--- src/rtl/mem_port_arbiter.sv ---
// Shares one memory port between fetch and load/store, with load/store priority and a fetch starvation bound.
// Latency: accept T, mem_req T+1, rsp pulse one cycle after mem_rsp_valid; one outstanding; backpressure via req_ready.
module mem_port_arbiter #(
    parameter int ADDR_WIDTH   = 32,
    parameter int DATA_WIDTH   = 32,
    parameter int STARVE_LIMIT = 4
) (
    input  logic                    clk,
    input  logic                    reset,
    input  logic                    if_req_valid,
    input  logic [ADDR_WIDTH-1:0]   if_req_adr,
    output logic                    if_req_ready,
    input  logic                    if_flush,
    output logic                    if_rsp_valid,
    output logic [DATA_WIDTH-1:0]   if_rsp_rdata,
    input  logic                    ls_req_valid,
    input  logic                    ls_req_we,
    input  logic [ADDR_WIDTH-1:0]   ls_req_adr,
    input  logic [DATA_WIDTH-1:0]   ls_req_wdata,
    input  logic [DATA_WIDTH/8-1:0] ls_req_be,
    output logic                    ls_req_ready,
    output logic                    ls_rsp_valid,
    output logic [DATA_WIDTH-1:0]   ls_rsp_rdata,
    output logic                    mem_req_valid,
    output logic                    mem_req_we,
    output logic [ADDR_WIDTH-1:0]   mem_req_adr,
    output logic [DATA_WIDTH-1:0]   mem_req_wdata,
    output logic [DATA_WIDTH/8-1:0] mem_req_be,
    input  logic                    mem_req_ready,
    input  logic                    mem_rsp_valid,
    input  logic [DATA_WIDTH-1:0]   mem_rsp_rdata
);
    localparam int BE_W  = DATA_WIDTH / 8;
    localparam int CNT_W = $clog2(STARVE_LIMIT + 1);
    localparam logic [CNT_W-1:0] LIMIT = CNT_W'(STARVE_LIMIT);

    typedef enum logic [1:0] {IDLE, REQ, RSP} state_t;

    state_t                r_state;
    logic [CNT_W-1:0]      r_starve_cnt;
    logic                  r_owner_ls;
    logic                  r_drop;
    logic                  r_mem_req_valid;
    logic                  r_mem_req_we;
    logic [ADDR_WIDTH-1:0] r_mem_req_adr;
    logic [DATA_WIDTH-1:0] r_mem_req_wdata;
    logic [BE_W-1:0]       r_mem_req_be;
    logic                  r_if_rsp_valid;
    logic [DATA_WIDTH-1:0] r_if_rsp_rdata;
    logic                  r_ls_rsp_valid;
    logic [DATA_WIDTH-1:0] r_ls_rsp_rdata;

    logic w_idle;
    logic w_grant_if;
    logic w_grant_ls;

    // A flushed fetch is not eligible; readies stay low while reset is held.
    assign w_idle     = (r_state == IDLE) && !reset;
    assign w_grant_if = w_idle && if_req_valid && !if_flush
                        && (!ls_req_valid || (r_starve_cnt == LIMIT));
    assign w_grant_ls = w_idle && ls_req_valid && !w_grant_if;

    assign if_req_ready  = w_grant_if;
    assign ls_req_ready  = w_grant_ls;
    assign mem_req_valid = r_mem_req_valid;
    assign mem_req_we    = r_mem_req_we;
    assign mem_req_adr   = r_mem_req_adr;
    assign mem_req_wdata = r_mem_req_wdata;
    assign mem_req_be    = r_mem_req_be;
    assign if_rsp_valid  = r_if_rsp_valid;
    assign if_rsp_rdata  = r_if_rsp_rdata;
    assign ls_rsp_valid  = r_ls_rsp_valid;
    assign ls_rsp_rdata  = r_ls_rsp_rdata;

    always_ff @(posedge clk or posedge reset) begin
        if (reset) begin
            r_state         <= IDLE;
            r_starve_cnt    <= '0;
            r_owner_ls      <= 1'b0;
            r_drop          <= 1'b0;
            r_mem_req_valid <= 1'b0;
            r_mem_req_we    <= 1'b0;
            r_mem_req_adr   <= '0;
            r_mem_req_wdata <= '0;
            r_mem_req_be    <= '0;
            r_if_rsp_valid  <= 1'b0;
            r_if_rsp_rdata  <= '0;
            r_ls_rsp_valid  <= 1'b0;
            r_ls_rsp_rdata  <= '0;
        end else begin
            r_if_rsp_valid <= 1'b0;
            r_ls_rsp_valid <= 1'b0;
            case (r_state)
                IDLE: begin
                    if (w_grant_ls) begin
                        r_state         <= REQ;
                        r_mem_req_valid <= 1'b1;
                        r_owner_ls      <= 1'b1;
                        r_drop          <= 1'b0;
                        r_mem_req_we    <= ls_req_we;
                        r_mem_req_adr   <= ls_req_adr;
                        r_mem_req_wdata <= ls_req_wdata;
                        r_mem_req_be    <= ls_req_be;
                        // Count only grants that made a waiting fetch wait longer.
                        if (!if_req_valid) begin
                            r_starve_cnt <= '0;
                        end else if (r_starve_cnt != LIMIT) begin
                            r_starve_cnt <= r_starve_cnt + 1'b1;
                        end
                    end else if (w_grant_if) begin
                        r_state         <= REQ;
                        r_mem_req_valid <= 1'b1;
                        r_owner_ls      <= 1'b0;
                        r_drop          <= 1'b0;
                        r_mem_req_we    <= 1'b0;
                        r_mem_req_adr   <= if_req_adr;
                        r_mem_req_wdata <= '0;
                        r_mem_req_be    <= '1;
                        r_starve_cnt    <= '0;
                    end
                end
                REQ: begin
                    // The request is already visible to memory, so a flush only marks it stale.
                    if (if_flush && !r_owner_ls) begin
                        r_drop <= 1'b1;
                    end
                    if (mem_req_ready) begin
                        r_mem_req_valid <= 1'b0;
                        r_state         <= RSP;
                    end
                end
                RSP: begin
                    if (mem_rsp_valid) begin
                        r_state <= IDLE;
                        r_drop  <= 1'b0;
                        if (r_owner_ls) begin
                            r_ls_rsp_valid <= 1'b1;
                            r_ls_rsp_rdata <= r_mem_req_we ? '0 : mem_rsp_rdata;
                        end else if (!r_drop && !if_flush) begin
                            r_if_rsp_valid <= 1'b1;
                            r_if_rsp_rdata <= mem_rsp_rdata;
                        end
                    end else if (if_flush && !r_owner_ls) begin
                        r_drop <= 1'b1;
                    end
                end
                default: begin
                    r_state <= IDLE;
                end
            endcase
        end
    end
endmodule

--- config.mk ---
export PLATFORM = sky130hd
export DESIGN_NAME = mem_port_arbiter
export DESIGN_NICKNAME = d
export VERILOG_FILES = /design/src/rtl/mem_port_arbiter.sv
export SDC_FILE = /design/constraint.sdc
export NUM_CORES = 1
export LEC_CHECK = 0
export CELL_PAD_IN_SITES_DETAIL_PLACEMENT = 0
export CELL_PAD_IN_SITES_GLOBAL_PLACEMENT = 1
export CORE_MARGIN = 2
export CORE_UTILIZATION = 51
export DETAILED_ROUTE_END_ITERATION = 8
export DONT_BUFFER_PORTS = 1
export PLACE_DENSITY_LB_ADDON = 0.2
export SYNTH_ARGS = -nofsm -noshare
export SYNTH_HDL_FRONTEND = slang
export SYNTH_SLANG_ARGS = --single-unit
--- constraint.sdc ---
create_clock -name clk -period 7.4 [get_ports clk]
set_input_delay 1.48 -clock clk [delete_from_list [all_inputs] [get_ports clk]]
set_output_delay 1.48 -clock clk [all_outputs]
set_load 0.02 [all_outputs]
==> results by group <==
Critical path
  – CP Data Required Time: 5.92 ns
  – Kind of critical path: input pin to primary output
  – CP max FO: 67
  – Reg2reg setup slack: 5.11 ns
  – Crit. End Element: primary output
  – CP arrival: 2.47 ns
  – Critical path launch point type: input pin

Place
  – # port buffers: 0
  – Dpl cell area: 0.00585 mm^2
  – Dpl hpwl: 9530 um
  – Placer congestion estimate: 0.801

Floorplanning
  – I/O pin cnt: 278
  – Die ar.: 0.0122 mm^2
  – DIE HEIGHT: 111 um
  – Die W: 111 um
  – Initial core utilization: 52.8%
  – Row count: 38
  – Area of the core: 0.0110 mm^2

Logic synthesis
  – Distinct cell type count after synthesis: 37
  – Most area-consuming cells after synthesis: dfrtp_1 62%, mux2_2 6.4%, a222oi_1 5.5%
  – Cell Area, Synth: 0.00580 mm^2
  – Net Count, Synth: 607
  – #FFs+latches synth: 143
  – Commonest register cell after synthesis: dfrtp_1
  – Syn Area/Cell: 12.6 um^2
  – Mapped Cells: 460
  – Cell taking the most area after synthesis: dfrtp_1
  – Async SR Flop Fraction: 100%
  – Sequential-to-total area share from yosys stat: 61.7%
  – Yosys warnings: 0
  – Number of enable flip-flop cells after synthesis: 0
  – Synth top area share: 61.7%

Flow run
  – Max cap viols: 0

Routing
  – Via density: 6.03
  – Via count: 3655
  – Antenna viol nets, final: 0
  – Final Routed Wirelength: 13500 um
  – # DRC: 0
  – Routed len/inst: 22.3 um
  – DR pass1 iterations: 6
  – Initial DRC count: 374

Global routing
  – All-Layer GR Usage: 22.4%
  – Vias in the first global route: 3791
  – Total gr overflow: 0
  – Largest net degree at the start of global routing: 77
  – Antenna violations before repair: 0
  – First-pass GRT wire length: 21400 um

Final layout
  – Area growth syn-to-layout: 11.7%
  – Final #Nets: 600
  – Leading cell type in the layout, fill and taps excluded: dfrtp_1
  – Diodes inserted: 0
  – Fillers: 903
  – Layout Utilization: 59.0%
  – Commonest non-fill, non-tap cells in the layout: 143 x dfrtp_1, 40 x nand2_1, 39 x inv_1
  – Layout cells sized above 1: 16.7%
  – Final instance area: 0.00648 mm^2

Clock tree
  – Cts bufs inserted: 17
  – CTS Sinks: 143
  – Clk slew on worst S/H paths: 0.05 ns
  – CTS Root Cell: clkbuf_16
  – TritonCTS clock tree: done
  – # resized after CTS: 0
  – Deepest clock path buffer count: 2
  – Post-CTS Hold Buffers: 0
  – Worst-Skew Late Latency: 0.40 ns
  – H-tree depth: 4
  – Post-CTS Setup Inserts: 0

Timing
  – Max-slew headroom: 29.4%
  – Final period util: 53.4%
  – Worst Tran Pin Value: 1.06 ns
  – Max Slew Vio Count: 0
  – Hold violation total from the final report: 0
  – RSZ-0062 raised after global routing: no
  – Min Tclk post-route: 3.95 ns
  – Setup Viol. Count Final: 0
  – Hold_ws: 0.528 ns
  – Max Clk Rate: 253 MHz
  – Fin Setup TNS: 0 ns
  – Final Skew: 0.00501 ns

Power and ir drop
  – Worst VDD drop: 0.000221 V
  – Leakage: 3.13 nW
  – Pwr Density: 514 mW/mm^2

Status
  – Status: completed

Worst hold path
  – Worst hold path type: register to register
[kinds of logic (layout without fill, tap and decap cells)]
family	Yosys count	in the layout	synth area share, %
DFF	143	143	61.7
and+or+nand+nor	84	84	7.66
buffers and inverters	72	78	5.89
muxes	33	33	6.41
AOI/OAI and AO/OA	121	121	16.9
adders and majority gates	7	7	1.51
[cell usage after synthesis, types with 4 or more instances]
cell      number
dfrtp_1      143
inv_1         40
nand2_1       40
o21ai_0       34
a22o_1        33
mux2_2        33
a222oi_1      32
nand2b_1      32
clkbuf_1      13
buf_2         10
buf_6          7
ha_1           7
a21oi_1        5
o22a_1         4
[final cells by class]
type / instances / area, um^2 / share of cell area [%]
inverter: 41 / 161 / 2.49
clock inverter: 9 / 155 / 2.39
tap: 140 / 175 / 2.70
multi-input combinational: 245 / 1890 / 29.2
clock buffer: 23 / 478 / 7.38
timing repair buffer: 5 / 37.5 / 0.579
sequential: 143 / 3580 / 55.2
[per-stage QoR]
stage               cells  setup WS (ns)  total power, mW
global placement      574           3.52             2.42
finish                606           3.45             3.33
CTS                   606           3.47             3.37
floorplan             460           1.70             2.26
global route          606           3.39             3.52
detailed placement    574           3.47             2.46
[path summary, 6_finish.rpt]
check | depth (start not counted) | from | endpoint
worst min-delay path | 1 | r_starve_cnt[0]$_DFFE_PP0P_ | r_starve_cnt[0]$_DFFE_PP0P_
min in group asynchronous | 1 | reset | mem_req_adr[1]$_DFFE_PP0P_
max in group asynchronous | 2 | reset | ls_rsp_rdata[25]$_DFFE_PP0P_
worst max-delay path | 3 | reset | ls_req_ready
worst max register to register | 7 | r_state[1]$_DFFE_PP0P_ | r_starve_cnt[2]$_DFFE_PP0P_
worst min register to register | 1 | r_starve_cnt[0]$_DFFE_PP0P_ | r_starve_cnt[0]$_DFFE_PP0P_
[critical path, cell delays in order]
cell and delay [ns]:
and2b_2 0.27, o211ai_4 0.14, inv_4 0.53
[flip-flops by register name, indices dropped and copies added (netlist names)]
register and flops:
if_rsp_rdata 32, if_rsp_valid 1, mem_req_wdata 32, r_owner_ls 1, ls_rsp_rdata 32, mem_req_be 4
ls_rsp_valid 1, r_state 2, mem_req_adr 32, r_starve_cnt 3, r_drop 1, mem_req_we 1
mem_req_valid 1
[metal layers]
layer | track usage, % | vias to the layer above | share of wire, %
li1 | - | 1638 | -
met1 | 25.9 | 1812 | 38
met2 | 37.0 | 187 | 51
met3 | 9.73 | 18 | 10
met4 | 8.08 | 0 | 1.4
met5 | 0 | - | 0
[power by group]
group / switching [mW] / internal [mW]
registers: 0.705 / 1.13
clock network: 0.307 / 0.592
logic: 0.288 / 0.309
total: 1.30 / 2.03
Note: power is estimated with default switching activity, not from simulation.
==> RTL change (config.mk and constraints unchanged) <==
Re-encode `state_t` (3 states) as one-hot, 3 bits wide.
--- a/src/rtl/mem_port_arbiter.sv
+++ b/src/rtl/mem_port_arbiter.sv
@@ -34,7 +34,7 @@
     localparam int CNT_W = $clog2(STARVE_LIMIT + 1);
     localparam logic [CNT_W-1:0] LIMIT = CNT_W'(STARVE_LIMIT);
 
-    typedef enum logic [1:0] {IDLE, REQ, RSP} state_t;
+    typedef enum logic [2:0] {IDLE = 3'b001, REQ = 3'b010, RSP = 3'b100} state_t;
 
     state_t                r_state;
     logic [CNT_W-1:0]      r_starve_cnt;
Check against the original RTL: same outputs for any inputs over 4 cycles, from zero or initial values and one cycle with reset high; so few cycles prove little.
==> RTL change against the original RTL <==
- cell area shrank 1.3%
- wire length shrank 3.2%
- sequential cell count grew 1
- worst hold slack is essentially flat
- setup slack lost 420 ps
- area after synthesis shrank 1.1%
Power is not compared: it rests on default switching activity, and its combinational part moved more than twofold at a synthesized area within 25%.
==> RTL change: results (changes against the original RTL) <==
Hold WC Path Type=flop to flop (unchanged); hold_sp=r_drop (was r_starve_cnt[0]); worst reg2reg path depth=5 (was 7); slowest cell delay on critical path=550 ps (was 530 ps); Max rail drop VDD=227 uV; share of cells above drive strength 1=16.1% (was 16.7%); Min-Delay Endpoint=r_drop (was r_starve_cnt[0]); Hold Slack=528 ps (about the same); Worst Path Max Fanout=66 (was 67); FF-to-FF End=mem_req_wdata[29] (was r_starve_cnt[2]); Met3 Routed Length=1.41 mm (was 1.37 mm); sequential cell area fraction in the yosys report=62.8% (was 61.7%); first-pass GRT wire length=19.4 mm (was 21.4 mm); vias per cell=5.81 (was 6.03); CP max stage cell=buf_4 (was inv_4); mean post-synth cell area=11.8 um2 (was 12.6 um2); setup repair bufs after CTS=0 (unchanged); nets=620 (was 600); Antenna Cells=0 (unchanged); CP Launch Point=reset (unchanged); CTS clock-pin slew for the worst setup and hold paths=60 ps; Cells after DPL=599 (was 574); Fin Setup TNS=0 ps (unchanged); Slew HR=33.6% (was 29.4%); WL/cell=20.7 um (was 22.3 um); skew final=5.74 ps (was 5.01 ps); Fillers=902 (was 903); number of DRC markers in iteration 0=221 (was 374); r2r setup slk=5080 ps (was 5110 ps); htree depth=4 (unchanged); ys flop type=dfrtp_1 (unchanged); Total Routed Length=13.1 mm (was 13.5 mm); Pre-antenna DRT Iters=4 (was 6); synth unique cells=38 (was 37); Post-Route M1 WL=4.85 mm (was 5.11 mm); met2 wire len=6.37 mm (was 6.82 mm); GR Layer Usage met1=24.1% (was 25.9%); top post-synthesis cells by count=dfrtp_1, nand2_1, o21ai_0, a22o_1, nand2b_1 (was dfrtp_1, inv_1, nand2_1, o21ai_0); highest routed layer=met4 (unchanged); GRT met3 Usage=9.35% (was 9.73%); HPWL after detailed placement=9.03 mm (was 9.53 mm); Post-CTS Resized=0 (unchanged); dominant cells by area after synthesis=dfrtp_1, nand2_1, mux2_2 (was dfrtp_1, mux2_2, a222oi_1); drt drc=0 (unchanged); Root Driver=clkbuf_8 (was clkbuf_16); R2R Path Start=r_state[0] (was r_state[1]); mapped cell area=5740 um2 (was 5800 um2); GR Util met2=34.4% (was 37.0%); hold path cells=2 (was 1); Worst path top cell family by delay=simple AND/OR/NAND/NOR gates (was buffers and inverters); syn nets=627 (was 607); worst skew pair latency=520 ps (was 400 ps); routability cong.=0.774 (was 0.801); largest net degree at the start of global routing=85 (was 77); status=finished clean (unchanged); vias in the first global route=3778 (was 3791); gr usage total=21.3% (was 22.4%)
==> RTL change: through the flow <==
stage               setup slack (ps)  power (mW)  utilization [%]  cell area [um2]
detailed placement              3010        1.55             53.3             5800
global route                    2910        2.50             58.8             6400
global placement                3070        1.54             53.3             5800
CTS                             3020        2.40             58.8             6400
floorplan                       2060        1.46                -             5740
finish                          3030        2.38             58.8             6400
==> RTL change: cells by family (layout without fill, tap and decap cells) <==
family                     count (synthesis)  count (layout)  share of synthesized area, %
buffers and inverters                     38              44                          3.36
muxes                                     33              33                          6.45
adders and majority gates                  2               2                         0.436
AOI/OAI and AO/OA                        114             114                          14.2
xor gates and xnor gates                   1               1                         0.153
DFF                                      144             144                          62.8
and+or+nand+nor                          153             153                          12.6
==> RTL change: area by class of cell <==
cell class	instances	area (um2)	share of cell area (%)
Clock buffer	19	442	6.90
Clock inverter	13	153	2.39
Timing Repair Buffer	6	45.0	0.704
Inverter	6	27.5	0.430
Sequential cell	144	3600	56.3
Tap cell	140	175	2.74
Multi-Input combinational cell	303	1950	30.5
